### config.mk
export PLATFORM = sky130hd
export DESIGN_NAME = fetch_unit
export DESIGN_NICKNAME = d
export VERILOG_FILES = /design/src/rtl/fetch_unit_pkg.sv /design/src/rtl/fetch_unit_queue.sv /design/src/rtl/fetch_unit.sv
export SDC_FILE = /design/constraint.sdc
export NUM_CORES = 1
export LEC_CHECK = 0
export CORE_ASPECT_RATIO = 0.9
export CORE_UTILIZATION = 40
export DETAILED_ROUTE_END_ITERATION = 7
export PLACE_DENSITY_LB_ADDON = 0.1
export REMOVE_ABC_BUFFERS = 1
export SLEW_MARGIN = 25
export SYNTH_ARGS = -nofsm -noshare
export SYNTH_HDL_FRONTEND = slang
export SYNTH_HIERARCHICAL = 1
export SYNTH_SLANG_ARGS = --single-unit
### constraint.sdc
create_clock -name clk -period 2.9 [get_ports clk]
set_clock_uncertainty 0.05 [all_clocks]
set_input_delay 0.29 -clock clk [delete_from_list [all_inputs] [get_ports clk]]
set_output_delay 0.29 -clock clk [all_outputs]
set_load 0.1 [all_outputs]
### src/rtl/fetch_unit_pkg.sv
// Shared definitions for the instruction fetch front end: datapath width and FSM states.
package fetch_unit_pkg;

  localparam int unsigned WIDTH = 32;

  typedef enum logic [1:0] {
    F_RESET  = 2'd0,
    F_RUN    = 2'd1,
    F_HALTED = 2'd2
  } fetch_state_e;

endpackage

### src/rtl/fetch_unit_queue.sv
// Prefetch FIFO: synchronous push/pop/flush, head presented combinationally from storage.
module fetch_queue #(
  parameter int unsigned WIDTH = 32,
  parameter int unsigned DEPTH = 4
) (
  input  logic                       clk,
  input  logic                       rst_n,
  input  logic                       push,
  input  logic [WIDTH-1:0]           push_data,
  input  logic                       pop,
  input  logic                       flush,
  output logic [$clog2(DEPTH):0]     count,
  output logic [WIDTH-1:0]           head_data
);

  localparam int unsigned AW = $clog2(DEPTH);
  localparam int unsigned CW = AW + 1;

  logic [WIDTH-1:0] mem [DEPTH];
  logic [AW-1:0]    rd_ptr;
  logic [AW-1:0]    wr_ptr;
  logic [CW-1:0]    cnt;

  // Storage is cleared on reset so the head word reads as zero until the first push.
  always_ff @(posedge clk or negedge rst_n) begin
    if (!rst_n) begin
      rd_ptr <= '0;
      wr_ptr <= '0;
      cnt    <= '0;
      for (int unsigned i = 0; i < DEPTH; i++) mem[i] <= '0;
    end else if (flush) begin
      rd_ptr <= '0;
      wr_ptr <= '0;
      cnt    <= '0;
    end else begin
      if (push) begin
        mem[wr_ptr] <= push_data;
        wr_ptr      <= wr_ptr + AW'(1);
      end
      if (pop) rd_ptr <= rd_ptr + AW'(1);
      cnt <= cnt + CW'(push) - CW'(pop);
    end
  end

  assign count     = cnt;
  assign head_data = mem[rd_ptr];

endmodule

### src/rtl/fetch_unit.sv
// Instruction fetch front end: credit-limited sequential requests, prefetch queue,
// redirect flush with discard of stale in-flight responses.
module fetch_unit
  import fetch_unit_pkg::*;
#(
  parameter int unsigned     WIDTH    = fetch_unit_pkg::WIDTH,
  parameter int unsigned     DEPTH    = 4,
  parameter logic [WIDTH-1:0] RESET_PC = '0
) (
  input  logic             clk,
  input  logic             reset,
  output logic             imem_req_valid,
  input  logic             imem_req_ready,
  output logic [WIDTH-1:0] imem_req_addr,
  input  logic             imem_rsp_valid,
  input  logic [WIDTH-1:0] imem_rsp_data,
  output logic             inst_valid,
  input  logic             inst_ready,
  output logic [WIDTH-1:0] inst,
  output logic [WIDTH-1:0] inst_pc,
  input  logic             redirect,
  input  logic [WIDTH-1:0] redirect_target,
  input  logic             halt
);

  localparam int unsigned CW = $clog2(DEPTH) + 1;

  fetch_state_e     state, state_nxt;
  logic [WIDTH-1:0] fetch_pc;
  logic [WIDTH-1:0] head_pc;
  logic [CW-1:0]    outstanding;
  logic [CW-1:0]    drop;
  logic [CW-1:0]    q_count;
  logic [WIDTH-1:0] q_head;
  logic [CW:0]      inflight;
  logic             req_fire;
  logic             push;
  logic             pop;

  always_comb begin
    state_nxt = state;
    case (state)
      F_RESET:  state_nxt = F_RUN;
      F_RUN:    if (halt) state_nxt = F_HALTED;
      F_HALTED: if (!halt) state_nxt = F_RUN;
      default:  state_nxt = F_RESET;
    endcase
  end

  always_ff @(posedge clk or negedge reset) begin
    if (!reset) state <= F_RESET;
    else        state <= state_nxt;
  end

  // Credit counts words already queued plus words still owed by memory, including
  // ones that will be dropped, so a push can never find the queue full.
  assign inflight       = {1'b0, q_count} + {1'b0, outstanding};
  assign imem_req_valid = reset && (state == F_RUN) && !redirect && (inflight < (CW+1)'(DEPTH));
  assign imem_req_addr  = fetch_pc;
  assign req_fire       = imem_req_valid && imem_req_ready;
  assign push           = imem_rsp_valid && (drop == '0) && !redirect;
  assign pop            = inst_valid && inst_ready && !redirect;

  always_ff @(posedge clk or negedge reset) begin
    if (!reset) begin
      fetch_pc    <= RESET_PC;
      head_pc     <= RESET_PC;
      outstanding <= '0;
      drop        <= '0;
    end else begin
      outstanding <= outstanding + CW'(req_fire) - CW'(imem_rsp_valid);
      if (redirect) begin
        fetch_pc <= redirect_target;
        head_pc  <= redirect_target;
        drop     <= drop + outstanding - CW'(imem_rsp_valid);
      end else begin
        if (req_fire) fetch_pc <= fetch_pc + WIDTH'(1);
        if (pop)      head_pc  <= head_pc + WIDTH'(1);
        if (imem_rsp_valid && (drop != '0)) drop <= drop - CW'(1);
      end
    end
  end

  fetch_queue #(
    .WIDTH (WIDTH),
    .DEPTH (DEPTH)
  ) u_queue (
    .clk       (clk),
    .rst_n     (reset),
    .push      (push),
    .push_data (imem_rsp_data),
    .pop       (pop),
    .flush     (redirect),
    .count     (q_count),
    .head_data (q_head)
  );

  assign inst_valid = (q_count != '0);
  assign inst       = q_head;
  assign inst_pc    = head_pc;

endmodule
# --- After elaboration in Yosys (flattened, before gate mapping) ---
# Cells that the tools add are included.
# Widths: inputs -> output; s select.
classes:
  addsub: 12
  magnitude_cmp: 4
  n_eq_ne: 4
  n_mux: 20
  n_bitwise: 3
  n_reduce_logical: 21
op_table:
  columns: ["operator", "n"]
  rows:
  - ["$mux 32", 7]
  - ["$bwmux 128", 1]
  - ["$add 32x1->32 const B", 2]
  - ["$bmux 32 s2", 1]
  - ["$demux 32 s2", 1]
  - ["$mux 2", 6]
  - ["$logic_and 1x1->1", 10]
  - ["$mux 3", 3]
  - ["$sub 3x1->3", 3]
  - ["$reduce_bool 2->1", 4]
  - ["$add 3x1->3", 2]
  - ["$ge 3x3->1 const B", 2]
  - ["$not 2->3", 2]
  - ["$pmux 2 s3", 1]
  - ["$reduce_bool 3->1", 2]
  - ["$add 2x1->2 const B", 2]
  - ["$add 3x3->4", 1]
  - ["$lt 4x3->1 const B", 1]
  - ["$ne 2x2->1 const B", 2]
  - ["$reduce_and 2->1", 2]
  - ["$add 3x3->3", 1]
  - ["$logic_not 3->1", 1]
  - ["$lt 3x1->1 const B", 1]
  - ["$sub 3x1->3 const B", 1]
  - ["5 further kinds", 5]
word_totals:
  reg_bits: 207
  input_bits: 71
  output_inout_bits: 98
  word_cells: 76

# --- Longest topological paths before layout ---
depth:
  depth_word: 7
  ltp_mapped: 11
  ltp_nobuf: 10

# --- Hierarchy ---
# Netlist, hierarchy kept.
modules_own_cells:
  columns: ["module", "n_inst", "cells_each", "area_per_inst_um2", "seq_area_each_um2"]
  rows:
  - ["fetch_queue", 1, 346, 6267.3, 3378.2]
  - ["fetch_unit", 1, 434, 4222.8, 1801.7]

# --- Worst setup path before layout ---
# No wires, ideal clock.
synth_timing:
  kind: "register to register"
  startpoint: "register u_queue.cnt[1] (netlist: u_queue/count[1])"
  endpoint: "register u_queue.cnt[2] (netlist: u_queue/count[2])"
  setup_time_ps: 116
  arrival_ps: 2655
  required_time_ps: 2734
  slack_ps: 79
  path_stages_with_launch: 11
  path_buffers: 0
  period_less_slack_ps: 2821
  cell_sequence: "dfrtp_1 or3_1 nand2_1 nor2_1 ha_1 inv_1 ha_1 inv_1 fa_1 xnor3_1 nor2_1"
synth_via:
  elab_chain_cells: 5
  word_cells_on_any_way: 6
  classes_between: "add/sub (2); mux (1); reduce/logical (3)"
synth_lines:
  columns: ["item", "line", "text"]
  rows:
  - ["from (decl)", "fetch_unit_queue.sv:22", "logic [CW-1:0] cnt;"]
  - ["from (signal assigned)", "fetch_unit_queue.sv:41", "cnt <= cnt + CW'(push) - CW'(pop);"]
  - ["$reduce_bool 3->1", "fetch_unit.sv:98", "assign inst_valid = (q_count != '0);"]
  - ["net inst_valid", "fetch_unit.sv:17", "output logic inst_valid,"]
  - ["$logic_and 1x1->1 (2 in a row)", "fetch_unit.sv:62", "assign pop = inst_valid && inst_ready && !redirect;"]
  - ["net pop", "fetch_unit.sv:38", "logic pop;"]
  - ["$sub 3x1->3", "fetch_unit_queue.sv:41", null]
  - ["$mux 3", "fetch_unit_queue.sv:31", "end else if (flush) begin"]
# The timed path passes the listed nets, and every way through them passes these cells.
# A chain may end at the register's enable or synchronous reset.

# --- Worst setup path in the final report ---
layout_timing:
  startpoint: "register outstanding[2]"
  endpoint: "register outstanding[2]"
layout_via:
  elab_chain_cells: 6
layout_lines:
  columns: ["item", "line", "text"]
  rows:
  - ["from (decl)", "fetch_unit.sv:31", "logic [CW-1:0] outstanding;"]
  - ["from (signal assigned)", "fetch_unit.sv:71", "outstanding <= outstanding + CW'(req_fire) - CW'(imem_rsp_valid);"]
  - ["$add 3x3->4", "fetch_unit.sv:57", "assign inflight = {1'b0, q_count} + {1'b0, outstanding};"]
  - ["$lt 4x3->1", "fetch_unit.sv:58", "assign imem_req_valid = reset && (state == F_RUN) && !redirect && (inflight < (CW+1)'(DEPTH));"]
  - ["$logic_and 1x1->1", "fetch_unit.sv:58", null]
  - ["$logic_and 1x1->1", "fetch_unit.sv:60", "assign req_fire = imem_req_valid && imem_req_ready;"]
  - ["$add 3x1->3 (*)", "fetch_unit.sv:71", null]
  - ["$sub 3x1->3 (*)", "fetch_unit.sv:71", null]
# Every way passes the cells marked *; elsewhere a longest branch is shown, timed or not.

==> impl_metrics.ini <==
[outcome]
status = finished, final reports clean

[min_path]
hold_start = redirect
holdPathEnd = u_queue/wr_ptr[1]
min_path_cells = 3
holdCritPathClass = in -> reg

[sta]
timing.fmax_ghz = 0.369
whs_ns = 0.300
layout_setup_ws_ns = 0.193
slew_viol_final = 0
hold_violations = 0
grt_setup_unrepaired = no
max-slew-margin-rel = 0.445
layout_min_cycle_time_ns = 2.71
finalSetupViolations = 0
worstMarginPinSlew_ns = 0.831
fin_crit_sh = 0.933

[clocking]
cts_buffers = 23
cts_root_buffer = clkbuf_16
cts_tree = yes
cts_setup_buffers = 0
worst_skew_pair.late_latency_ns = 0.50
cts.sinks = 207
clk_pin_slew_worst_paths_ns = 0.06
htree_num_levels = 1
clockBufferDepth = 3

[die]
die_area_um2 = 26900
fp-row-count = 55
core_area_um2 = 25500
ioPinCount = 169
initial_core_util = 0.412
die_y_um = 156
die_w_um = 173

[layout]
design_area_um2 = 13100
areaGrowthSynthToFinish_pct = 24.8
finalNetCount = 1045
antenna_cells = 0
drive_gt1_frac = 0.332
finish.utilization = 0.514
fill_cells = 2310

[route]
drt_iter0_markers = 532
route.detailed.drc = 0
wl_met3_um = 1270
vias = 7036
met2_length_um = 11400
wl_per_cell_um = 19.3
routed_wirelength_um = 25300
via_per_inst = 5.37
highest_layer = met4
postRouteAntennaNets = 0
firstDrtPassIters = 5
wl_met1_um = 12100

[worst_setup_path]
rr_startpoint = outstanding[2]
cp_slowest_cell = dfrtp_1
arrival_ns = 3.05
reg2reg_to = outstanding[2]
cp-start-kind = register
path_cells = ha_1 > nor4b_4 > and4_1 > inv_4 > ha_1 > inv_1 > ha_1 > fa_1 > xnor2_1 > xnor2_1
cp.required_ns = 3.24
critPathMostFrequentCell = ha_1
reg2regPathDepth = 10
worst_path_largest_cell_delay_ns = 0.42
worst-path-max-fanout = 5
crit_type = reg -> reg
r2r_slack_ns = 0.19
end_kind = register

[pwr]
clkPwrFrac = 0.232
seqPwrFrac = 0.316
switching_power_mw = 5.01
power_frac_comb = 0.453
leakagePower_nw = 6.12
ir_drop_v = 0.000606
sw_frac_of_total = 0.434
p_total_mw = 11.6
p_int_mw = 6.54
p_per_area_nw_per_um2 = 883

[synth]
synth_seq_cells = 207
ys_warn_count = 6
yosysUniqueCellTypes = 57
async_reset_ff_frac = 1.00
synth_edf_count = 0
synthCells = 780
synthFlopType = dfrtp_1
ys_seq_area_frac = 0.494
postSynthAreaPerCell_um2 = 13.4
syn_area_um2 = 10500

[global_route]
grt_pass1_vias = 7090
grt_max_degree = 133
track_usage = 0.191
grt_pass1_wl_um = 40500
grt.overflow.total = 0
antenna_found_initial = 0

[placement]
place.gp.congestion = 0.847
place_area_um2 = 12400
dp_hpwl_um = 16600
pre_cts_ws_ns = 0.192
port_buffers = 168

[flow_run]
drv_cap = 0
## critical path: cells and delay by family, from the launching register on
| kind | cells | cell delay (ns) |
|---|---|---|
| XOR/XNOR | 2 | 0.26 |
| adder cells (fa/ha/maj) | 4 | 1.16 |
| buffers and inverters | 2 | 0.08 |
| flip-flops | 1 | 0.42 |
| AND/OR/NAND/NOR | 2 | 0.61 |
## cell type report
type | count | area, um^2 | area share
clock inverter | 6 | 32.5 | 0.00249
inverter | 20 | 77.6 | 0.00593
multi-input combinational | 511 | 4940 | 0.377
timing repair buffer | 191 | 1790 | 0.137
clock buffer | 33 | 643 | 0.0491
tap | 342 | 428 | 0.0327
sequential | 207 | 5180 | 0.396
## through the flow
step | instances | setup TNS (ns)
after floorplan | 738 | -86.84
after global placement | 1270 | 0
after detailed placement | 1270 | 0
after CTS | 1310 | 0
after global routing | 1310 | 0
final | 1310 | 0
## placed cells by master (no fill, tap or decap), types with 3 or more instances in the layout
master,synthesis,routed
dfrtp_1,207,206
mux2_2,119,119
buf_4,5,105
clkdlybuf4s50_1,0,68
nand2_1,49,49
xnor2_1,41,41
nand4_1,31,31
mux2_4,30,30
o21ai_0,27,27
mux4_1,27,27
nand3_1,23,23
clkbuf_16,0,23
nor2_1,22,22
inv_1,18,18
ha_1,17,17
buf_12,0,14
o311ai_0,11,11
xor2_1,11,11
and3_1,9,9
nor3_1,8,8
a31oi_1,7,7
clkbuf_1,17,7
and4_1,6,6
o211ai_1,6,6
nor4_1,6,6
clkinv_2,0,5
mux4_2,5,5
nor2b_1,4,4
a21oi_1,4,4
a21boi_0,4,4
clkbuf_8,6,4
nand3b_4,4,4
or3_1,3,3
nand2b_1,3,3
o21a_1,3,3
and2_1,3,3
fa_1,3,3
mux2_1,3,3
## Yosys cell counts, types with 5 or more instances
library cell | number | share of area
buf_6 | 8 | 0.0086
o311ai_0 | 11 | 0.0092
nor4_1 | 6 | 0.0036
dfrtp_1 | 207 | 0.49
buf_4 | 5 | 0.0036
and4_1 | 6 | 0.0050
buf_2 | 5 | 0.0024
mux4_1 | 27 | 0.068
mux2_4 | 30 | 0.043
nor2_1 | 22 | 0.0079
clkbuf_1 | 17 | 0.0061
inv_1 | 18 | 0.0064
nand3_1 | 23 | 0.011
o21ai_0 | 27 | 0.013
xnor2_1 | 41 | 0.034
mux2_2 | 119 | 0.13
clkbuf_8 | 6 | 0.0079
a31oi_1 | 7 | 0.0042
nand2_1 | 49 | 0.018
o211ai_1 | 6 | 0.0043
nor3_1 | 8 | 0.0038
ha_1 | 17 | 0.020
and3_1 | 9 | 0.0054
xor2_1 | 11 | 0.0092
mux4_2 | 5 | 0.011
nand4_1 | 31 | 0.018
## per-layer routing
layer  track usage  vias to the layer above
met5             0                        -
met4        0.0544                        0
met3        0.0309                       35
met2         0.293                      198
met1         0.279                     3555
li1              -                     3248
## repair_timing
item | CTS | global route
resized for setup | 0 | 0
hold buffers | 1 | 0
endpoints found under the hold margin | 131 | 0
## flip-flops by register name, summed over array words and instances (netlist names)
signal,count
u_queue/count,3
u_queue/wr_ptr,2
inst_pc,32
u_queue/rd_ptr,2
outstanding,3
u_queue/mem,128
imem_req_addr,32
state,2
drop,3
## power by group through the flow
stage	registers [mW]	clock network, mW	logic (mW)
after floorplan	4.36	0	3.17
after global placement	3.69	0	5.25
after detailed placement	3.69	0	5.26
after CTS	3.65	2.78	5.28
after global routing	3.71	2.89	5.46
final	3.65	2.68	5.23
## cell families after synthesis
| family | share of synthesized area |
|---|---|
| adder cells (fa/ha/maj) | 0.0260 |
| flip-flops | 0.494 |
| multiplexers | 0.253 |
| XOR/XNOR | 0.0456 |
| AND/OR/NAND/NOR | 0.101 |
| AO/OA/AOI/OAI | 0.0444 |
| buffers and inverters | 0.0363 |
## worst max-delay path by stage
stage	start	to	slack [ns]	cells after the start
3_5_place_dp	outstanding[2]	outstanding[2]	0.19	10
2_1_floorplan	drop[0]	u_queue/mem[100]	-0.88	6
4_1_cts	outstanding[2]	outstanding[2]	0.18	10
5_1_grt	outstanding[2]	outstanding[2]	0.05	10
3_3_place_gp	outstanding[2]	outstanding[2]	0.24	10
6_report	outstanding[2]	outstanding[2]	0.19	10
No activity file was read; power rests on OpenSTA's default activity.
